===== src/rtl/quad_esc_pkg.sv =====
// Shared types and helpers for the quad ESC PWM block.
// Contents:
//   state_e     - frame-level FSM states (ARM, RUN, FAILSAFE)
//   SPD_W/OFF_W - speed and offset word widths
//   calc_width  - saturating speed+offset, scaled, plus the zero-throttle pulse
package quad_esc_pkg;

    localparam int unsigned SPD_W = 11;
    localparam int unsigned OFF_W = 10;

    typedef enum logic [1:0] {
        ARM,
        RUN,
        FAILSAFE
    } state_e;

    // Pulse width in clocks for one channel.
    // The sum is one bit wider than a speed word so the carry flags saturation.
    function automatic int unsigned calc_width(
        input logic [SPD_W-1:0] spd,
        input logic [OFF_W-1:0] off,
        input int unsigned      min_pulse,
        input int unsigned      scale
    );
        logic [SPD_W:0]   sum;
        logic [SPD_W-1:0] sat;
        sum = {1'b0, spd} + {{(SPD_W + 1 - OFF_W){1'b0}}, off};
        sat = sum[SPD_W] ? {SPD_W{1'b1}} : sum[SPD_W-1:0];
        return min_pulse + ({{(32 - SPD_W){1'b0}}, sat} * scale);
    endfunction

endpackage


===== src/rtl/esc_chnl.sv =====
// One ESC output channel: shadow speed, active pulse width and the pwm flop.
// Ports:
//   clk, rst_n  - clock, asynchronous active-low reset
//   cnt         - shared frame counter (current cycle)
//   cap         - capture spd into the shadow register
//   spd, off    - incoming speed word and quasi-static offset
//   load        - at this boundary, load a new active width
//   force_min   - at this boundary, force the active width to MIN_PULSE
//   bypass      - load source is spd directly instead of the shadow
//   pwm         - registered pulse output
module esc_chnl
    import quad_esc_pkg::*;
#(
    parameter int unsigned PERIOD_BITS = 20,
    parameter int unsigned MIN_PULSE   = 50000,
    parameter int unsigned SCALE       = 24
) (
    input  logic                   clk,
    input  logic                   rst_n,
    input  logic [PERIOD_BITS-1:0] cnt,
    input  logic                   cap,
    input  logic [SPD_W-1:0]       spd,
    input  logic [OFF_W-1:0]       off,
    input  logic                   load,
    input  logic                   force_min,
    input  logic                   bypass,
    output logic                   pwm
);

    localparam logic [PERIOD_BITS-1:0] MinW = PERIOD_BITS'(MIN_PULSE);

    logic [SPD_W-1:0]       shadow_q;
    logic [SPD_W-1:0]       src;
    logic [PERIOD_BITS-1:0] width_q;
    logic [PERIOD_BITS-1:0] width_d;
    logic [PERIOD_BITS-1:0] width_calc;
    logic [PERIOD_BITS-1:0] cnt_nxt;

    always_comb begin
        src        = bypass ? spd : shadow_q;
        width_calc = PERIOD_BITS'(calc_width(src, off, MIN_PULSE, SCALE));
        cnt_nxt    = cnt + PERIOD_BITS'(1);
        width_d    = width_q;
        if (force_min) begin
            width_d = MinW;
        end else if (load) begin
            width_d = width_calc;
        end
    end

    // pwm is registered against the counter value of the coming cycle, so the
    // width loaded at a boundary already governs the first cycle of the frame.
    always_ff @(posedge clk or negedge rst_n) begin
        if (!rst_n) begin
            shadow_q <= '0;
            width_q  <= MinW;
            pwm      <= 1'b0;
        end else begin
            if (cap) begin
                shadow_q <= spd;
            end
            width_q <= width_d;
            pwm     <= (cnt_nxt < width_d);
        end
    end

endmodule


===== src/rtl/quad_esc_pwm.sv =====
// Four-channel ESC servo-PWM generator fed by the flight controller.
// Ports:
//   clk, rst_n           - clock, asynchronous active-low reset
//   vld                  - one-cycle strobe, the four speed words are valid
//   *_spd (11b)          - motor speeds (front, back, left, right)
//   *_off (10b)          - per-motor offsets, quasi-static
//   *_pwm                - registered ESC pulse outputs
//   frm_strt             - high in the first cycle of every frame
//   armed                - high while in RUN
module quad_esc_pwm
    import quad_esc_pkg::*;
#(
    parameter int unsigned PERIOD_BITS = 20,
    parameter int unsigned MIN_PULSE   = 50000,
    parameter int unsigned SCALE       = 24,
    parameter int unsigned ARM_FRAMES  = 4,
    parameter int unsigned WDOG_FRAMES = 8
) (
    input  logic             clk,
    input  logic             rst_n,
    input  logic             vld,
    input  logic [SPD_W-1:0] frnt_spd,
    input  logic [SPD_W-1:0] bck_spd,
    input  logic [SPD_W-1:0] lft_spd,
    input  logic [SPD_W-1:0] rght_spd,
    input  logic [OFF_W-1:0] frnt_off,
    input  logic [OFF_W-1:0] bck_off,
    input  logic [OFF_W-1:0] lft_off,
    input  logic [OFF_W-1:0] rght_off,
    output logic             frnt_pwm,
    output logic             bck_pwm,
    output logic             lft_pwm,
    output logic             rght_pwm,
    output logic             frm_strt,
    output logic             armed
);

    localparam int unsigned ArmW  = $clog2(ARM_FRAMES + 1);
    localparam int unsigned WdogW = $clog2(WDOG_FRAMES + 1);

    logic [PERIOD_BITS-1:0] cnt_q;
    state_e                 state_q, state_d;
    logic [ArmW-1:0]        arm_cnt_q, arm_cnt_d;
    logic [WdogW-1:0]       wdog_q, wdog_d;
    logic                   pending_q, pending_d;
    logic                   wrap, load, force_min, bypass, pend_eff;

    logic [SPD_W-1:0] spd_a [4];
    logic [OFF_W-1:0] off_a [4];
    logic [3:0]       pwm_a;

    assign spd_a[0] = frnt_spd;
    assign spd_a[1] = bck_spd;
    assign spd_a[2] = lft_spd;
    assign spd_a[3] = rght_spd;
    assign off_a[0] = frnt_off;
    assign off_a[1] = bck_off;
    assign off_a[2] = lft_off;
    assign off_a[3] = rght_off;

    assign frnt_pwm = pwm_a[0];
    assign bck_pwm  = pwm_a[1];
    assign lft_pwm  = pwm_a[2];
    assign rght_pwm = pwm_a[3];

    assign wrap     = &cnt_q;
    // A vld coinciding with the wrap counts as pending and is loaded directly.
    assign bypass   = wrap & vld;
    assign pend_eff = pending_q | vld;

    always_comb begin
        state_d   = state_q;
        arm_cnt_d = arm_cnt_q;
        wdog_d    = wdog_q;
        pending_d = pending_q | vld;
        load      = 1'b0;
        force_min = 1'b0;
        if (wrap) begin
            unique case (state_q)
                ARM: begin
                    // arm_cnt holds the index of the frame about to start.
                    if (arm_cnt_q == ArmW'(ARM_FRAMES)) begin
                        state_d   = RUN;
                        load      = 1'b1;
                        wdog_d    = '0;
                        pending_d = 1'b0;
                    end else begin
                        arm_cnt_d = arm_cnt_q + ArmW'(1);
                        force_min = 1'b1;
                    end
                end
                RUN: begin
                    if (pend_eff) begin
                        load      = 1'b1;
                        wdog_d    = '0;
                        pending_d = 1'b0;
                    end else if (wdog_q == WdogW'(WDOG_FRAMES - 1)) begin
                        state_d   = FAILSAFE;
                        force_min = 1'b1;
                        wdog_d    = '0;
                    end else begin
                        wdog_d = wdog_q + WdogW'(1);
                    end
                end
                FAILSAFE: begin
                    if (pend_eff) begin
                        state_d   = RUN;
                        load      = 1'b1;
                        wdog_d    = '0;
                        pending_d = 1'b0;
                    end else begin
                        force_min = 1'b1;
                    end
                end
                default: begin
                    state_d   = ARM;
                    force_min = 1'b1;
                end
            endcase
        end
    end

    always_ff @(posedge clk or negedge rst_n) begin
        if (!rst_n) begin
            cnt_q     <= '1;
            state_q   <= ARM;
            arm_cnt_q <= '0;
            wdog_q    <= '0;
            pending_q <= 1'b0;
            frm_strt  <= 1'b0;
            armed     <= 1'b0;
        end else begin
            cnt_q     <= cnt_q + PERIOD_BITS'(1);
            state_q   <= state_d;
            arm_cnt_q <= arm_cnt_d;
            wdog_q    <= wdog_d;
            pending_q <= pending_d;
            frm_strt  <= wrap;
            armed     <= (state_d == RUN);
        end
    end

    for (genvar i = 0; i < 4; i++) begin : g_chnl
        esc_chnl #(
            .PERIOD_BITS(PERIOD_BITS),
            .MIN_PULSE  (MIN_PULSE),
            .SCALE      (SCALE)
        ) u_chnl (
            .clk      (clk),
            .rst_n    (rst_n),
            .cnt      (cnt_q),
            .cap      (vld),
            .spd      (spd_a[i]),
            .off      (off_a[i]),
            .load     (load),
            .force_min(force_min),
            .bypass   (bypass),
            .pwm      (pwm_a[i])
        );
    end

endmodule


===== config.mk =====
export PLATFORM = sky130hd
export DESIGN_NAME = quad_esc_pwm
export DESIGN_NICKNAME = d
export VERILOG_FILES = /design/src/rtl/quad_esc_pkg.sv /design/src/rtl/esc_chnl.sv /design/src/rtl/quad_esc_pwm.sv
export SDC_FILE = /design/constraint.sdc
export NUM_CORES = 1
export LEC_CHECK = 0
export CORE_ASPECT_RATIO = 1.75
export CORE_MARGIN = 3
export CORE_UTILIZATION = 49
export CTS_CLUSTER_SIZE = 28
export DETAILED_ROUTE_END_ITERATION = 6
export GPL_TIMING_DRIVEN = 0
export PLACE_DENSITY = 0.71
export SLEW_MARGIN = 30
export SYNTH_ARGS = -nofsm -noshare
export SYNTH_HDL_FRONTEND = slang
export SYNTH_SLANG_ARGS = --single-unit

===== constraint.sdc =====
create_clock -name clk -period 8.2 [get_ports clk]
set_input_delay 1.23 -clock clk [delete_from_list [all_inputs] [get_ports clk]]
set_output_delay 1.23 -clock clk [all_outputs]
set_load 0.02 [all_outputs]

**Yosys cells after proc, flatten, opt, wreduce, memory -nomap -nowiden**

Cells that the tools add are included.

- Logic and storage cells: 94
- Flip-flop bits (word level): 160
- Input port bits: 87

- Multiply operators: 4
- Reductions and logical operators: 6
- Multiplexer cells: 40
- Bitwise logic cells: 3
- Equality and inequality tests: 7
- $lt $le $gt $ge: 4
- Add/sub/neg operators: 11

Operators by type and width:

| cell | number |
|---|---|
| 2-to-1 mux 20 bit | 8 |
| 2-to-1 mux 11 bit | 8 |
| < comparator 20 bit | 4 |
| adder 16 x 16 -> 17 bit, first input constant | 4 |
| multiplier 11 x 2 -> 13 bit, second input constant | 4 |
| adder 11 x 10 -> 12 bit | 4 |
| AND reduction 23 bit | 1 |
| AND reduction 22 bit | 1 |
| adder 20 x 1 -> 20 bit, second input constant | 1 |
| AND reduction 20 bit | 1 |
| 2-to-1 mux 4 bit | 4 |
| one-hot mux 4 bit (3 select lines) | 1 |
| 2-to-1 mux 1 bit | 10 |
| 2-to-1 mux 2 bit | 5 |
| one-hot mux 2 bit (3 select lines) | 1 |
| adder 4 x 1 -> 4 bit, second input constant | 1 |
| equality test 2 x 1 -> 1 bit, second input constant | 2 |
| equality test 4 x 3 -> 1 bit, second input constant | 1 |
| inequality test 2 bit, second input constant | 2 |
| one-hot mux 1 bit (2 select lines) | 2 |
| adder 3 x 1 -> 3 bit, second input constant | 1 |
| equality test 3 bit, second input constant | 1 |
| one-hot mux 1 bit (3 select lines) | 1 |
| nonzero test 3 bit | 1 |
| other kinds (6) | 6 |

**Logic depth before layout (Yosys ltp)**

- Depth after elaboration: 10
- Depth in mapped cells: 37

**By module**

Synthesis repeated with hierarchy kept, for this count alone.

- Cell total of the unflattened synthesis: 1666
- Area, all modules: 15110.7 um^2

By module, submodules not included:

| module | cells an instance | times used | area an instance (um^2) |
|---|---|---|---|
| esc_chnl (g_chnl[0].u_chnl ...) | 381 | 3 | 3353.2 |
| esc_chnl (g_chnl[1].u_chnl) | 367 | 1 | 3325.7 |
| quad_esc_pwm | 156 | 1 | 1725.4 |

**Worst setup path after synthesis**

OpenSTA, ideal clock, no wires.

- Path type: flip-flop to flip-flop
- Start: reg cnt_q[0]
- End: reg g_chnl[1].u_chnl.pwm
- Stages on the path, launching flop included: 36
- Buffers on the path: 3
- Arrival: 7.740 ns
- Slack: 0.366 ns
- Cells stage by stage: dfstp_2 -> ha_1 -> and2_1 -> and3_1 -> buf_2 -> and3_1 -> buf_4 -> clkbuf_1 -> mux2_2 -> ha_1 -> a211o_1 -> a2111oi_0 -> o21ai_0 -> and3_1 -> o21ai_1 -> nand2b_1 -> ha_1 -> fa_1 -> ha_1 -> or2_2 -> or3b_2 -> nor3b_1 -> nor3_1 -> nand3_1 -> xnor2_1 -> nand2_1 -> and3_1 -> ha_1 -> nor2b_1 -> o21ai_0 -> nand2b_1 -> a21oi_1 -> nor2b_1 -> o21ai_0 -> nand2b_1 -> a211oi_1

- Word-level cells in the longest chain between the ends: 10

RTL lines:

| what | RTL line | text |
|---|---|---|
| from (decl) | quad_esc_pwm.sv:41 | `logic [PERIOD_BITS-1:0] cnt_q;` |
| from (signal assigned) | quad_esc_pwm.sv:133 | `cnt_q <= cnt_q + PERIOD_BITS'(1);` |
| AND reduction 20 bit | quad_esc_pwm.sv:66 | `assign wrap = &cnt_q;` |
| AND 1 bit | quad_esc_pwm.sv:68 | `assign bypass = wrap & vld;` |
| 2-to-1 mux 11 bit | esc_chnl.sv:40 | `src = bypass ? spd : shadow_q;` |
| adder 11 x 10 -> 12 bit | quad_esc_pkg.sv:27 | `sum = {1'b0, spd} + {{(SPD_W + 1 - OFF_W){1'b0}}, off};` |
| 2-to-1 mux 11 bit | quad_esc_pkg.sv:28 | `sat = sum[SPD_W] ? {SPD_W{1'b1}} : sum[SPD_W-1:0];` |
| multiplier 11 x 2 -> 13 bit | quad_esc_pkg.sv:29 | `return min_pulse + ({{(32 - SPD_W){1'b0}}, sat} * scale);` |
| adder 16 x 16 -> 17 bit | quad_esc_pkg.sv:29 |  |
| 2-to-1 mux 20 bit | esc_chnl.sv:46 | `end else if (load) begin` |
| 2-to-1 mux 20 bit | esc_chnl.sv:44 | `if (force_min) begin` |
| < comparator 20 bit (*) | esc_chnl.sv:63 | `pwm <= (cnt_nxt < width_d);` |
| to (signal assigned) | esc_chnl.sv:63 |  |
| to (decl) | esc_chnl.sv:27 | `output logic pwm` |

Every way passes the cells marked *; elsewhere a longest branch is shown, timed or not.
A chain may end at the register's enable or synchronous reset.

**Worst setup path after layout**

- Start: reg cnt_q[16]
- End: reg g_chnl[1].u_chnl.pwm

The elaborated chain is that of the path after synthesis.

==> results.sh <==
export IMPL_synth_area_um2=13600
export IMPL_yosysTopAreaCellShare_pct=21.4
export IMPL_wl_per_cell_um=17.5
export IMPL_use_met2_pct=45.6
export IMPL_final_setup_viol_count=0
export IMPL_vias=11700
export IMPL_post_place_ws_ps=-1750
export IMPL_use_met3_pct=4.35
export IMPL_status="completed"
export IMPL_post_route_cell_area_um2=16000
export IMPL_synth_seq_cells=160
export IMPL_finalWorstSetupSlack_ps=314
export IMPL_slew_headroom_pct=38.8
export IMPL_yosys_area_top_type="dfrtp_1"
export IMPL_cts_hold_buf=0
export IMPL_final_max_slew_violation_count=0
export IMPL_start_util_pct=49.7
export IMPL_netlist_instances=1533
export IMPL_min_path_type="reg2reg"
export IMPL_cp_end_kind="register"
export IMPL_numCtsBuffers=17
export IMPL_cts_tree="done"
export IMPL_worstPathMaxFanout=8
export IMPL_grt_overflow_total=0
export IMPL_portBuffers=92
export IMPL_gp_congestion=0.921
export IMPL_power_leakage_uw=0.00734
export IMPL_max_cap_violations=0
export IMPL_grt_pass1_vias=12100
export IMPL_antennaDiodeCount=0
export IMPL_use_met1_pct=24.9
export IMPL_die_h_um=226
export IMPL_fin_skew_ps=9.85
export IMPL_dieArea_um2=29900
export IMPL_final_common_cell="ha_1"
export IMPL_path_buf_inv=4
export IMPL_critPathArrivalTime_ps=8230
export IMPL_grt_max_degree=85
export IMPL_yosysWarnings=0
export IMPL_rows=80
export IMPL_fin_util_pct=58.7
export IMPL_clockRootBuffer="clkbuf_16"
export IMPL_slowest_delay_ps=560
export IMPL_fin_crit_sh_pct=96.2
export IMPL_grt_usage_pct=24.2
export IMPL_peakVddDrop_uv=174
export IMPL_crit_type="reg2reg"
export IMPL_pin_count=93
export IMPL_grt_pass1_wl_um=58200
export IMPL_coreArea_um2=27300
export IMPL_fmax_mhz=127
export IMPL_placed_cell_area_um2=15000
export IMPL_totalPowerFinal_uw=3920
export IMPL_crit_path_top_delay_cell="dfstp_2"
export IMPL_clock_sinks=160
export IMPL_clock_latency_ps=450
export IMPL_fp_dieW_um=132
export IMPL_async_reset_ff_share_pct=100
export IMPL_hold_slack_ps=464
export IMPL_place_detailed_hpwl_um=27400
export IMPL_final_hold_violation_count=0
export IMPL_clock_path_buffers=2
export IMPL_avgSynthCellArea_um2=8.87
export IMPL_ys_top_cells_by_area="dfrtp_1, ha_1, dfstp_2"
export IMPL_wl_um=35600
export IMPL_cpMostUsedCell="ha_1"
export IMPL_fillers=2404
export IMPL_antenna_found_initial=0
export IMPL_worst_slew_pin_slew_ps=911
export IMPL_rsz0062_at_grt="yes"
export IMPL_route_detailed_drc=0
export IMPL_htreeDepth=4
export IMPL_grt_busiest_layer="met2"
export IMPL_min_period_ps=7890
export IMPL_drive_gt1_share_pct=15.1
export IMPL_layout_nets=1927
export IMPL_syn2layout_area_growth_pct=17.9
export IMPL_dr_pass1_iters=7
export IMPL_start_kind="register"
export IMPL_drtAntennaViolNets=0
export IMPL_seq_area_frac_synth_pct=29.9
export IMPL_drtIter0Drc=553
export IMPL_synth_edff_count=0
export IMPL_worstPathRequired_ps=8540
export IMPL_power_density_nw_per_um2=244
export IMPL_syn_nets=1804
export IMPL_path_clk_slew_ps=70
export IMPL_ys_types=73
export IMPL_path_delay_family="simple AND/OR/NAND/NOR gates"
export IMPL_layout_cells_most_common_list="ha_1, nand2_1, dfrtp_1, nor2_1, o21ai_0"
export IMPL_synthFlopType="dfrtp_1"
export IMPL_avgViaCountPerCell=5.74
[worst reg2reg max path, delay by kind of cell (launching register included)]
kind | cells | cell delay (ps)
AND/OR/NAND/NOR | 16 | 2850
flip-flops | 1 | 560
adder cells (fa/ha/maj) | 5 | 1490
buffers and inverters | 4 | 550
XOR/XNOR | 1 | 200
multiplexers | 1 | 360
AO/OA/AOI/OAI | 8 | 1780
[cells in the mapped netlist, types with 4 or more instances]
| master | number |
|---|---|
| a211o_1 | 9 |
| a211oi_1 | 29 |
| a21o_1 | 41 |
| a21oi_1 | 69 |
| a221oi_1 | 4 |
| a41oi_1 | 4 |
| and2_1 | 25 |
| and3_1 | 13 |
| and4_1 | 4 |
| buf_1 | 6 |
| clkbuf_1 | 31 |
| dfrtp_1 | 116 |
| dfstp_2 | 44 |
| fa_1 | 8 |
| ha_1 | 176 |
| inv_1 | 92 |
| mux2_2 | 87 |
| mux2i_1 | 5 |
| nand2_1 | 171 |
| nand2b_1 | 17 |
| nand3_1 | 35 |
| nand4_1 | 25 |
| nor2_1 | 110 |
| nor2b_1 | 17 |
| nor3_1 | 37 |
| nor3b_1 | 8 |
| nor4_1 | 6 |
| o2111ai_1 | 5 |
| o211a_1 | 6 |
| o211ai_1 | 11 |
| o21a_1 | 34 |
| o21ai_0 | 105 |
| o21bai_1 | 8 |
| o31a_1 | 7 |
| o31ai_1 | 6 |
| or2_2 | 9 |
| or3_1 | 10 |
| xnor2_1 | 56 |
| xor2_1 | 38 |
[where the power goes]
| group | switching (uW) | total (uW) | internal, uW |
|---|---|---|---|
| combinational | 1290 | 2290 | 997 |
| sequential | 10.0 | 822 | 812 |
| clock | 368 | 802 | 435 |
| total | 1670 | 3920 | 2240 |
[final timing paths]
check,slack [ps],start,end,cells after the start
max in group asynchronous,6590,rst_n,g_chnl[1].u_chnl.width_q[4],2
min in group asynchronous,760,rst_n,g_chnl[2].u_chnl.shadow_q[9],1
min,460,g_chnl[2].u_chnl.width_q[1],g_chnl[2].u_chnl.width_q[1],2
max reg2reg,310,cnt_q[16],g_chnl[1].u_chnl.pwm,35
max,310,cnt_q[16],g_chnl[1].u_chnl.pwm,35
min reg2reg,460,g_chnl[2].u_chnl.width_q[1],g_chnl[2].u_chnl.width_q[1],2
[cell type report]
type	instances	area (um^2)	share of cell area (%)
clock inverters	14	143	0.890
clock buffers	18	439	2.74
inverters	92	345	2.15
flip-flops and latches	160	4060	25.3
plain buffers	39	195	1.22
well taps	369	462	2.88
multi-input cells	1241	9330	58.2
repair buffers	105	1050	6.58
[stage by stage]
stage	setup TNS, ps	cells
6_report	0	2038
5_1_grt	-65.7	2038
4_1_cts	0	2031
3_5_place_dp	-5010	1995
3_3_place_gp	-95030	1994
2_1_floorplan	0	1533
[registers in the layout, indices dropped and copies added, names as in the netlist, 2 cells and up]
name,count
wdog_q,4
g_chnl.u_chnl.pwm,4
g_chnl.u_chnl.shadow_q,44
cnt_q,20
arm_cnt_q,3
g_chnl.u_chnl.width_q,80
state_q,2
[what timing repair did]
action	CTS	global route
setup endpoints to repair	3	4
endpoints found under the hold margin	0	0
pin swaps	3	11
gates resized for setup	28	53
setup buffers	4	8
[per-layer routing]
metal	part of all wire (%)	up-vias	routed length [um]
met4	6.0	0	2140
met2	52	261	18600
li1	-	5736	-
met1	38	5598	13500
met3	3.9	96	1400
met5	0	-	0
[kinds of logic (layout without fill, tap and decap cells)]
logic type / Yosys count / count (layout) / share of synthesized area, %
and+or+nand+nor: 504 / 504 / 17.8
AOI/OAI and AO/OA: 366 / 366 / 17.5
adders and majority gates: 184 / 184 / 17.4
DFF: 160 / 160 / 29.9
buffers and inverters: 132 / 268 / 3.69
xor gates and xnor gates: 94 / 94 / 6.06
muxes: 93 / 93 / 7.69
No activity file was read; power rests on OpenSTA's default activity.
